## config.mk

```make
export PLATFORM = sky130hd
export DESIGN_NAME = mips_multiciclo_ctrl
export DESIGN_NICKNAME = d
export VERILOG_FILES = /design/src/rtl/mips_multiciclo_ctrl.sv
export SDC_FILE = /design/constraint.sdc
export NUM_CORES = 1
export LEC_CHECK = 0
export ABC_AREA = 0
export BUFFER_PORTS_ARGS = -buffer_cell sky130_fd_sc_hd__buf_2
export CAP_MARGIN = 30
export CORE_UTILIZATION = 39
export CTS_CLUSTER_SIZE = 14
export DETAILED_ROUTE_END_ITERATION = 7
export HOLD_SLACK_MARGIN = 0.02
export PLACE_DENSITY = 0.66
export REMOVE_ABC_BUFFERS = 1
export SLEW_MARGIN = 10
export SYNTH_ARGS = -nofsm -noshare
export SYNTH_HDL_FRONTEND = slang
export SYNTH_SLANG_ARGS = --single-unit
```

## constraint.sdc

```tcl
create_clock -name clk -period 3.75 [get_ports clk]
set_input_delay 1.125 -clock clk [delete_from_list [all_inputs] [get_ports clk]]
set_output_delay 1.125 -clock clk [all_outputs]
set_load 0.02 [all_outputs]
```

## src/rtl/mips_multiciclo_ctrl.sv

```systemverilog
// rtl/mips_multiciclo_ctrl.sv - multi-cycle MIPS control sequencer
//
// Steps each instruction through FETCH/DECODE/EXEC/MEM/MUL/WB. Drives the
// datapath strobes and the memory and multiplier handshakes, and counts
// retired instructions. Reads the held IR word and sits beside the
// combinational control decoder.
//
// Ports:
//   clk, rst_n          rising-edge clock, asynchronous active-low reset
//   instrucao[31:0]     IR contents, stable from DECODE through WB
//   mem_ack             memory completion (meaningful while mem_req=1)
//   mul_done            multiplier completion (meaningful in MUL)
//   pc_we, ir_we        PC <- PC+4 and IR load, on the FETCH acknowledge
//   mem_req, mem_we     memory request (held until ack), 1=write
//   mem_sel_addr        memory address source: 0=PC, 1=ALU result
//   alu_op[2:0]         000=ADD, 001=SUB
//   alu_src_b           0=rt, 1=sign-extended imm16
//   mul_start           one-cycle multiplier start
//   reg_we, reg_dst     register write enable, destination 0=rt 1=rd
//   wb_sel[1:0]         write-back source 00=ALU 01=MEM 10=MUL
//   estado[2:0]         current state code
//   err_code[1:0]       00 none, 01 illegal, 10 mem timeout, 11 mul timeout
//   instr_count         retired instructions, wraps
module mips_multiciclo_ctrl #(
    parameter int TIMEOUT = 16,
    parameter int CNT_W   = 32
) (
    input  logic             clk,
    input  logic             rst_n,
    input  logic [31:0]      instrucao,
    input  logic             mem_ack,
    input  logic             mul_done,
    output logic             pc_we,
    output logic             ir_we,
    output logic             mem_req,
    output logic             mem_we,
    output logic             mem_sel_addr,
    output logic [2:0]       alu_op,
    output logic             alu_src_b,
    output logic             mul_start,
    output logic             reg_we,
    output logic             reg_dst,
    output logic [1:0]       wb_sel,
    output logic [2:0]       estado,
    output logic [1:0]       err_code,
    output logic [CNT_W-1:0] instr_count
);

    typedef enum logic [2:0] {
        S_FETCH  = 3'd0,
        S_DECODE = 3'd1,
        S_EXEC   = 3'd2,
        S_MEM    = 3'd3,
        S_MUL    = 3'd4,
        S_WB     = 3'd5,
        S_ERROR  = 3'd6
    } state_t;

    localparam logic [5:0] OP_MUL = 6'b000100;
    localparam logic [5:0] OP_LW  = 6'b000101;
    localparam logic [5:0] OP_SW  = 6'b000110;
    localparam logic [5:0] OP_ALU = 6'b001110;
    localparam logic [5:0] FN_ADD = 6'b100000;
    localparam logic [5:0] FN_SUB = 6'b100010;
    localparam logic [5:0] FN_MUL = 6'b110010;

    // Counter holds 0..TIMEOUT-1: the value is the index of the current
    // cycle inside a wait state.
    localparam int WC_W = $clog2(TIMEOUT);
    localparam logic [WC_W-1:0] WC_LAST = WC_W'(TIMEOUT - 1);

    state_t          state;
    state_t          state_nxt;
    logic [WC_W-1:0] wait_cnt;
    logic [1:0]      err_nxt;
    logic            retire;
    logic            at_limit;

    logic [5:0] op;
    logic [5:0] funct;
    logic       is_lw;
    logic       is_sw;
    logic       is_mul;
    logic       is_alu;
    logic       is_sub;
    logic       legal;
    logic       unused_ir;

    assign op        = instrucao[31:26];
    assign funct     = instrucao[5:0];
    assign unused_ir = ^instrucao[25:6];

    assign is_lw  = (op == OP_LW);
    assign is_sw  = (op == OP_SW);
    assign is_mul = (op == OP_MUL) && (funct == FN_MUL);
    assign is_alu = (op == OP_ALU) && ((funct == FN_ADD) || (funct == FN_SUB));
    assign is_sub = (funct == FN_SUB);
    assign legal  = is_lw || is_sw || is_mul || is_alu;

    // Last permitted cycle of a wait state; an ack in this cycle still wins.
    assign at_limit = (wait_cnt == WC_LAST);

    assign estado = state;

    always_ff @(posedge clk or negedge rst_n) begin
        if (!rst_n) begin
            state       <= S_FETCH;
            wait_cnt    <= '0;
            err_code    <= 2'b00;
            instr_count <= '0;
        end else begin
            state    <= state_nxt;
            err_code <= err_nxt;
            if (state_nxt != state) begin
                wait_cnt <= '0;
            end else if (state != S_ERROR) begin
                wait_cnt <= wait_cnt + WC_W'(1);
            end
            if (retire) begin
                instr_count <= instr_count + CNT_W'(1);
            end
        end
    end

    always_comb begin
        state_nxt = state;
        err_nxt   = err_code;
        retire    = 1'b0;
        case (state)
            S_FETCH: begin
                if (mem_ack) begin
                    state_nxt = S_DECODE;
                end else if (at_limit) begin
                    state_nxt = S_ERROR;
                    err_nxt   = 2'b10;
                end
            end
            S_DECODE: begin
                if (legal) begin
                    state_nxt = S_EXEC;
                end else begin
                    state_nxt = S_ERROR;
                    err_nxt   = 2'b01;
                end
            end
            S_EXEC: begin
                if (is_lw || is_sw) begin
                    state_nxt = S_MEM;
                end else if (is_mul) begin
                    state_nxt = S_MUL;
                end else begin
                    state_nxt = S_WB;
                end
            end
            S_MEM: begin
                if (mem_ack) begin
                    if (is_sw) begin
                        state_nxt = S_FETCH;
                        retire    = 1'b1;
                    end else begin
                        state_nxt = S_WB;
                    end
                end else if (at_limit) begin
                    state_nxt = S_ERROR;
                    err_nxt   = 2'b10;
                end
            end
            S_MUL: begin
                if (mul_done) begin
                    state_nxt = S_WB;
                end else if (at_limit) begin
                    state_nxt = S_ERROR;
                    err_nxt   = 2'b11;
                end
            end
            S_WB: begin
                state_nxt = S_FETCH;
                retire    = 1'b1;
            end
            default: begin
                state_nxt = S_ERROR;
            end
        endcase
    end

    // Strobes are forced low while rst_n is asserted so that the reset
    // state (FETCH) does not present a request until reset is released.
    always_comb begin
        pc_we        = 1'b0;
        ir_we        = 1'b0;
        mem_req      = 1'b0;
        mem_we       = 1'b0;
        mem_sel_addr = 1'b0;
        alu_op       = 3'b000;
        alu_src_b    = 1'b0;
        mul_start    = 1'b0;
        reg_we       = 1'b0;
        reg_dst      = 1'b0;
        wb_sel       = 2'b00;
        if (rst_n) begin
            case (state)
                S_FETCH: begin
                    mem_req = 1'b1;
                    ir_we   = mem_ack;
                    pc_we   = mem_ack;
                end
                S_EXEC: begin
                    if (is_lw || is_sw) begin
                        alu_src_b = 1'b1;
                    end else if (is_alu) begin
                        alu_op = is_sub ? 3'b001 : 3'b000;
                    end else if (is_mul) begin
                        mul_start = 1'b1;
                    end
                end
                S_MEM: begin
                    mem_req      = 1'b1;
                    mem_sel_addr = 1'b1;
                    mem_we       = is_sw;
                    alu_src_b    = 1'b1;
                end
                S_WB: begin
                    reg_we = 1'b1;
                    if (is_lw) begin
                        reg_dst = 1'b0;
                        wb_sel  = 2'b01;
                    end else if (is_mul) begin
                        reg_dst = 1'b1;
                        wb_sel  = 2'b10;
                    end else begin
                        reg_dst = 1'b1;
                        wb_sel  = 2'b00;
                    end
                end
                default: begin
                end
            endcase
        end
    end

endmodule
```

== Word level (Yosys, flattened, before mapping) ==
Index checks and enable logic that the tools add are counted.

* Word-level logic and storage cells: 87
* Bits in registers: 41
* Input bits: 36
* Output and inout bits: 51

* Eq/ne operators: 20
* Multiplexer cells: 50
* Reduce and logical (&&, ||, !) cells: 11
* Add/sub/neg operators: 2

{| class="wikitable"
|+ Operator list
! cell !! count
|-
| 32-bit by 1-bit adder with 32-bit output, second input constant || 1
|-
| 1-bit two-way mux || 28
|-
| 3-bit two-way mux || 7
|-
| 6-bit by 3-bit == test with 1-bit output, second input constant || 3
|-
| 6-bit == test, second input constant || 3
|-
| 2-bit two-way mux || 9
|-
| 3-bit case mux with 6 select lines || 1
|-
| 4-bit two-way mux || 2
|-
| 2-bit != test, second input constant || 4
|-
| 3-bit by 2-bit == test with 1-bit output, second input constant || 2
|-
| 3-bit == test, second input constant || 2
|-
| 6-bit by 4-bit == test with 1-bit output, second input constant || 1
|-
| 2-bit case mux with 3 select lines || 1
|-
| 6-bit AND reduction || 1
|-
| 4-bit by 1-bit adder with 4-bit output, second input constant || 1
|-
| 4-bit == test, second input constant || 1
|-
| 1-bit logical OR || 4
|-
| 1-bit case mux with 2 select lines || 2
|-
| 3-bit by 1-bit == test with 1-bit output, second input constant || 1
|-
| 3-bit zero test || 1
|-
| 3-bit != test || 1
|-
| 3-bit != test, second input constant || 1
|-
| 3-bit nonzero test || 1
|-
| 1-bit logical AND || 2
|-
| other kinds (3) || 3
|}

== Longest topological paths before layout ==
* Depth in word-level cells: 8
* Mapped depth: 6

== Worst setup path after synthesis ==
OpenSTA, ideal clock, no wires.

* Path kind: input to output
* Start: input instrucao[29]
* End: output wb_sel[1]
* Slack: 0.105 ns
* Arrival time: 2.520 ns
* Cell stages on the path: 3
* Cell sequence: or4b_1 -> or4_4 -> nor2b_1

* Word-level cells in the longest chain between the ends: 6
* Elaborated cells on any way between the ends: 7
* Classes of those cells: eq/ne (2); mux (4); reduce/logical (1)

{| class="wikitable"
|+ Ends and longest elaborated chain
! element !! line !! RTL
|-
| start: declaration || 30 || <nowiki>input logic [31:0] instrucao,</nowiki>
|-
| 6-bit by 3-bit == test with 1-bit output || 95 || <nowiki>assign is_mul = (op == OP_MUL) && (funct == FN_MUL);</nowiki>
|-
| 1-bit logical AND || 95 ||
|-
| 2-bit two-way mux || 227 || <nowiki>end else if (is_mul) begin</nowiki>
|-
| 2-bit two-way mux * || 224 || <nowiki>if (is_lw) begin</nowiki>
|-
| 2-bit two-way mux * || 201 || <nowiki>case (state)</nowiki>
|-
| 2-bit two-way mux * || 200 || <nowiki>if (rst_n) begin</nowiki>
|-
| end: declaration || 43 || <nowiki>output logic [1:0] wb_sel,</nowiki>
|}

Mark *: on every way between the ends. The rest lies on a longest branch, timed or not.

== Worst setup path after layout ==
Ends and elaborated chain as after synthesis.

==> impl_metrics.env <==
export IMPL_grt_pass1_wl_um=9250
export IMPL_routedWlPerCell_um=13.7
export IMPL_grt_overflow_total=0
export IMPL_yosys_cell_types_count=49
export IMPL_grt_usage_pct=18.8
export IMPL_cts_made_buffers=5
export IMPL_n_antenna_cell=0
export IMPL_fillers=540
export IMPL_maxCapViolations=0
export IMPL_clkLatencyLatePin_ps=290
export IMPL_cp_max_fo=3
export IMPL_slowest_delay_ps=540
export IMPL_p_int_mw=0.670
export IMPL_max_slew_margin_pct=46.5
export IMPL_postCtsSetupBuffers=0
export IMPL_die_h_um=78.8
export IMPL_area_delta_synth_final_pct=23.5
export IMPL_holdPathStages=1
export IMPL_regArea_sq_um=1030
export IMPL_port_buffers=64
export IMPL_post_route_min_period_ps=3690
export IMPL_synth_seq_cells=41
export IMPL_power_density_nw_per_um2=299
export IMPL_status="completed"
export IMPL_pwr_share_seq_pct=51.9
export IMPL_rr_worst_depth=5
export IMPL_antenna_found_initial=0
export IMPL_clkSlewWorstSetupHoldPaths_ps=80
export IMPL_hold_path_endpoint="instr_count[31]$_DFFE_PN0P_"
export IMPL_fmax_mhz=271
export IMPL_cp_buffers_inverters=2
export IMPL_pwr_share_clk_pct=44.1
export IMPL_routed_wirelength_um=5280
export IMPL_crit_slowest_cell="or4_4"
export IMPL_syn_inst=243
export IMPL_pwr_share_comb_pct=3.9
export IMPL_synth_edf_count=0
export IMPL_hold_buffers=0
export IMPL_cellLeakagePower_nw=1.39
export IMPL_reg2reg_to="instr_count[26]$_DFFE_PN0P_"
export IMPL_grt_pass1_vias=1955
export IMPL_hold_violations=0
export IMPL_p_sw_share_pct=21.2
export IMPL_tightest_slew_ps=795
export IMPL_async_flop_share_pct=100
export IMPL_hp_class="register to register"
export IMPL_cts_htree_levels=2
export IMPL_yosysWarnings=0
export IMPL_clk_path_buf_depth=2
export IMPL_synthesis_area_sq_um=2300
export IMPL_final_antenna_net_count=0
export IMPL_drc=0
export IMPL_num_rows=27
export IMPL_gp_congestion=0.882
export IMPL_first_pass_iters=4
export IMPL_required_ps=2620
export IMPL_period_share_pct=98.4
export IMPL_p_total_mw=0.850
export IMPL_rsz0062_at_grt="false"
export IMPL_slew_viol_final=0
export IMPL_cp_data_arrival_time_ps=2570
export IMPL_rr_startpoint="instr_count[6]$_DFFE_PN0P_"
export IMPL_layout_common_cells="buf_2 (64), dfrtp_1 (41), nor2_1 (27)"
export IMPL_syn_area_per_cell_sq_um=9.47
export IMPL_drt_iter0_markers=129
export IMPL_ys_flop_type="dfrtp_1"
export IMPL_core_sq_um=5610
export IMPL_setup_tns_final_ps=0
export IMPL_end_kind="output pin"
export IMPL_finalSetupViolCount=0
export IMPL_timing_reg2reg_setup_slack_ps=1590
export IMPL_vias_per_cell=5.27
export IMPL_place_inst=378
export IMPL_via_count=2034
export IMPL_worst_hold_startpoint="instr_count[31]$_DFFE_PN0P_"
export IMPL_ir_worst_vdd_mv=0.187
export IMPL_mostFrequentLayoutCell="buf_2"
export IMPL_dpl_hpwl_um=3810
export IMPL_fin_cells=386
export IMPL_crit_start="instrucao[29]"
export IMPL_seq_area_frac_synth_pct=44.6
export IMPL_clkSinkCount=41
export IMPL_cts_tree="built"
export IMPL_cts_root_buffer="clkbuf_8"
export IMPL_skew_ps=4.84
export IMPL_path_class="primary input to output pin"
export IMPL_cpMostUsedCell="buf_2"
export IMPL_p_switching_mw=0.180
export IMPL_die_area_sq_um=6210
export IMPL_multi_input_area_sq_um=1210
export IMPL_drive_above_1_share_pct=27.4
export IMPL_ctsResizeCount=0
export IMPL_crit_family="simple AND/OR/NAND/NOR gates"
export IMPL_boundaryPins=87
export IMPL_start_util_pct=41.0
export IMPL_startpoint_type="primary input"
export IMPL_final_nets=351
export IMPL_crit_chain="buf_2, or4b_1, or4_4, nor2b_1, buf_2"
export IMPL_die_w_um=78.8
export IMPL_grt_start_max_net_pins=36
[Yosys cell counts, types with 4 or more instances]
| cell | instances | share of area [%] |
|---|---|---|
| clkbuf_1 | 4 | 0.65 |
| nand2_1 | 19 | 3.1 |
| xnor2_1 | 18 | 6.9 |
| nor3_1 | 4 | 0.87 |
| and3_1 | 5 | 1.4 |
| nand3_1 | 19 | 4.1 |
| nand4_1 | 13 | 3.5 |
| inv_1 | 5 | 0.82 |
| a21oi_1 | 4 | 0.87 |
| dfrtp_1 | 41 | 45 |
| nor2b_1 | 5 | 1.4 |
| xor2_1 | 16 | 6.1 |
| nor2_1 | 27 | 4.4 |
| nor4_1 | 7 | 1.9 |
[flip-flops by register name, summed over array words and instances, names as in the netlist]
signal	flops
instr_count	32
err_code	2
wait_cnt	4
estado	3
[per-stage QoR]
stage | worst slack, ps | hold WS [ps] | utilization, % | area [sq um]
after floorplan | 105 | 578 | - | 2260
after global placement | 74.9 | 452 | 48.5 | 2720
after global routing | 3.24 | 486 | 50.7 | 2840
after detailed placement | 53.2 | 462 | 48.5 | 2720
after CTS | 50.1 | 473 | 50.6 | 2840
final | 59.1 | 476 | 50.7 | 2840
[power groups by stage]
| stage | clock network (mW) | logic [mW] | registers (mW) |
|---|---|---|---|
| 2_1_floorplan | 0 | 0.00930 | 0.451 |
| 3_3_place_gp | 0 | 0.0329 | 0.450 |
| 3_5_place_dp | 0 | 0.0337 | 0.450 |
| 4_1_cts | 0.383 | 0.0338 | 0.442 |
| 5_1_grt | 0.404 | 0.0382 | 0.442 |
| 6_report | 0.375 | 0.0332 | 0.442 |
[worst max-delay path by stage]
stage | slack, ps | cells after the start | endpoint
2_1_floorplan | 100 | 3 | wb_sel[1]
3_3_place_gp | 70 | 5 | wb_sel[1]
3_5_place_dp | 50 | 5 | wb_sel[1]
4_1_cts | 50 | 5 | wb_sel[1]
5_1_grt | 3 | 5 | wb_sel[1]
6_report | 60 | 5 | wb_sel[1]
[worst register-to-register path, cell delays in order (launching register included)]
cell	delay, ps
dfrtp_1	450
nand4_1	230
nor4_1	760
nand3_1	290
nor2_1	200
xor2_1	160
[cell type report]
| class | instances | share of cell area [%] |
|---|---|---|
| Sequential cell | 41 | 36.1 |
| Multi-Input combinational cell | 188 | 42.7 |
| Inverter | 7 | 0.925 |
| Tap cell | 72 | 3.17 |
| Clock buffer | 6 | 2.91 |
| Timing Repair Buffer | 70 | 12.9 |
| Clock inverter | 2 | 1.32 |
[per-layer routing]
| metal | routed length (um) | share of wire (%) | GRT usage [%] |
|---|---|---|---|
| met1 | 2660 | 50 | 26.0 |
| met4 | 60 | 1.1 | 7.45 |
| met3 | 255 | 4.8 | 2.76 |
| met5 | 0 | 0 | 0 |
| met2 | 2300 | 44 | 29.7 |
[cells by family (layout without fill, tap and decap cells)]
kind of cell | Yosys count | count (layout) | synth area share, %
and+or+nand+nor | 121 | 121 | 28.8
AOI/OAI and AO/OA | 25 | 25 | 7.61
adders and majority gates | 3 | 3 | 1.52
xor gates and xnor gates | 34 | 34 | 12.9
other | 1 | 2 | 0.163
DFF | 41 | 41 | 44.6
buffers and inverters | 15 | 85 | 2.99
muxes | 3 | 3 | 1.41
No activity file was read; power rests on OpenSTA's default activity.
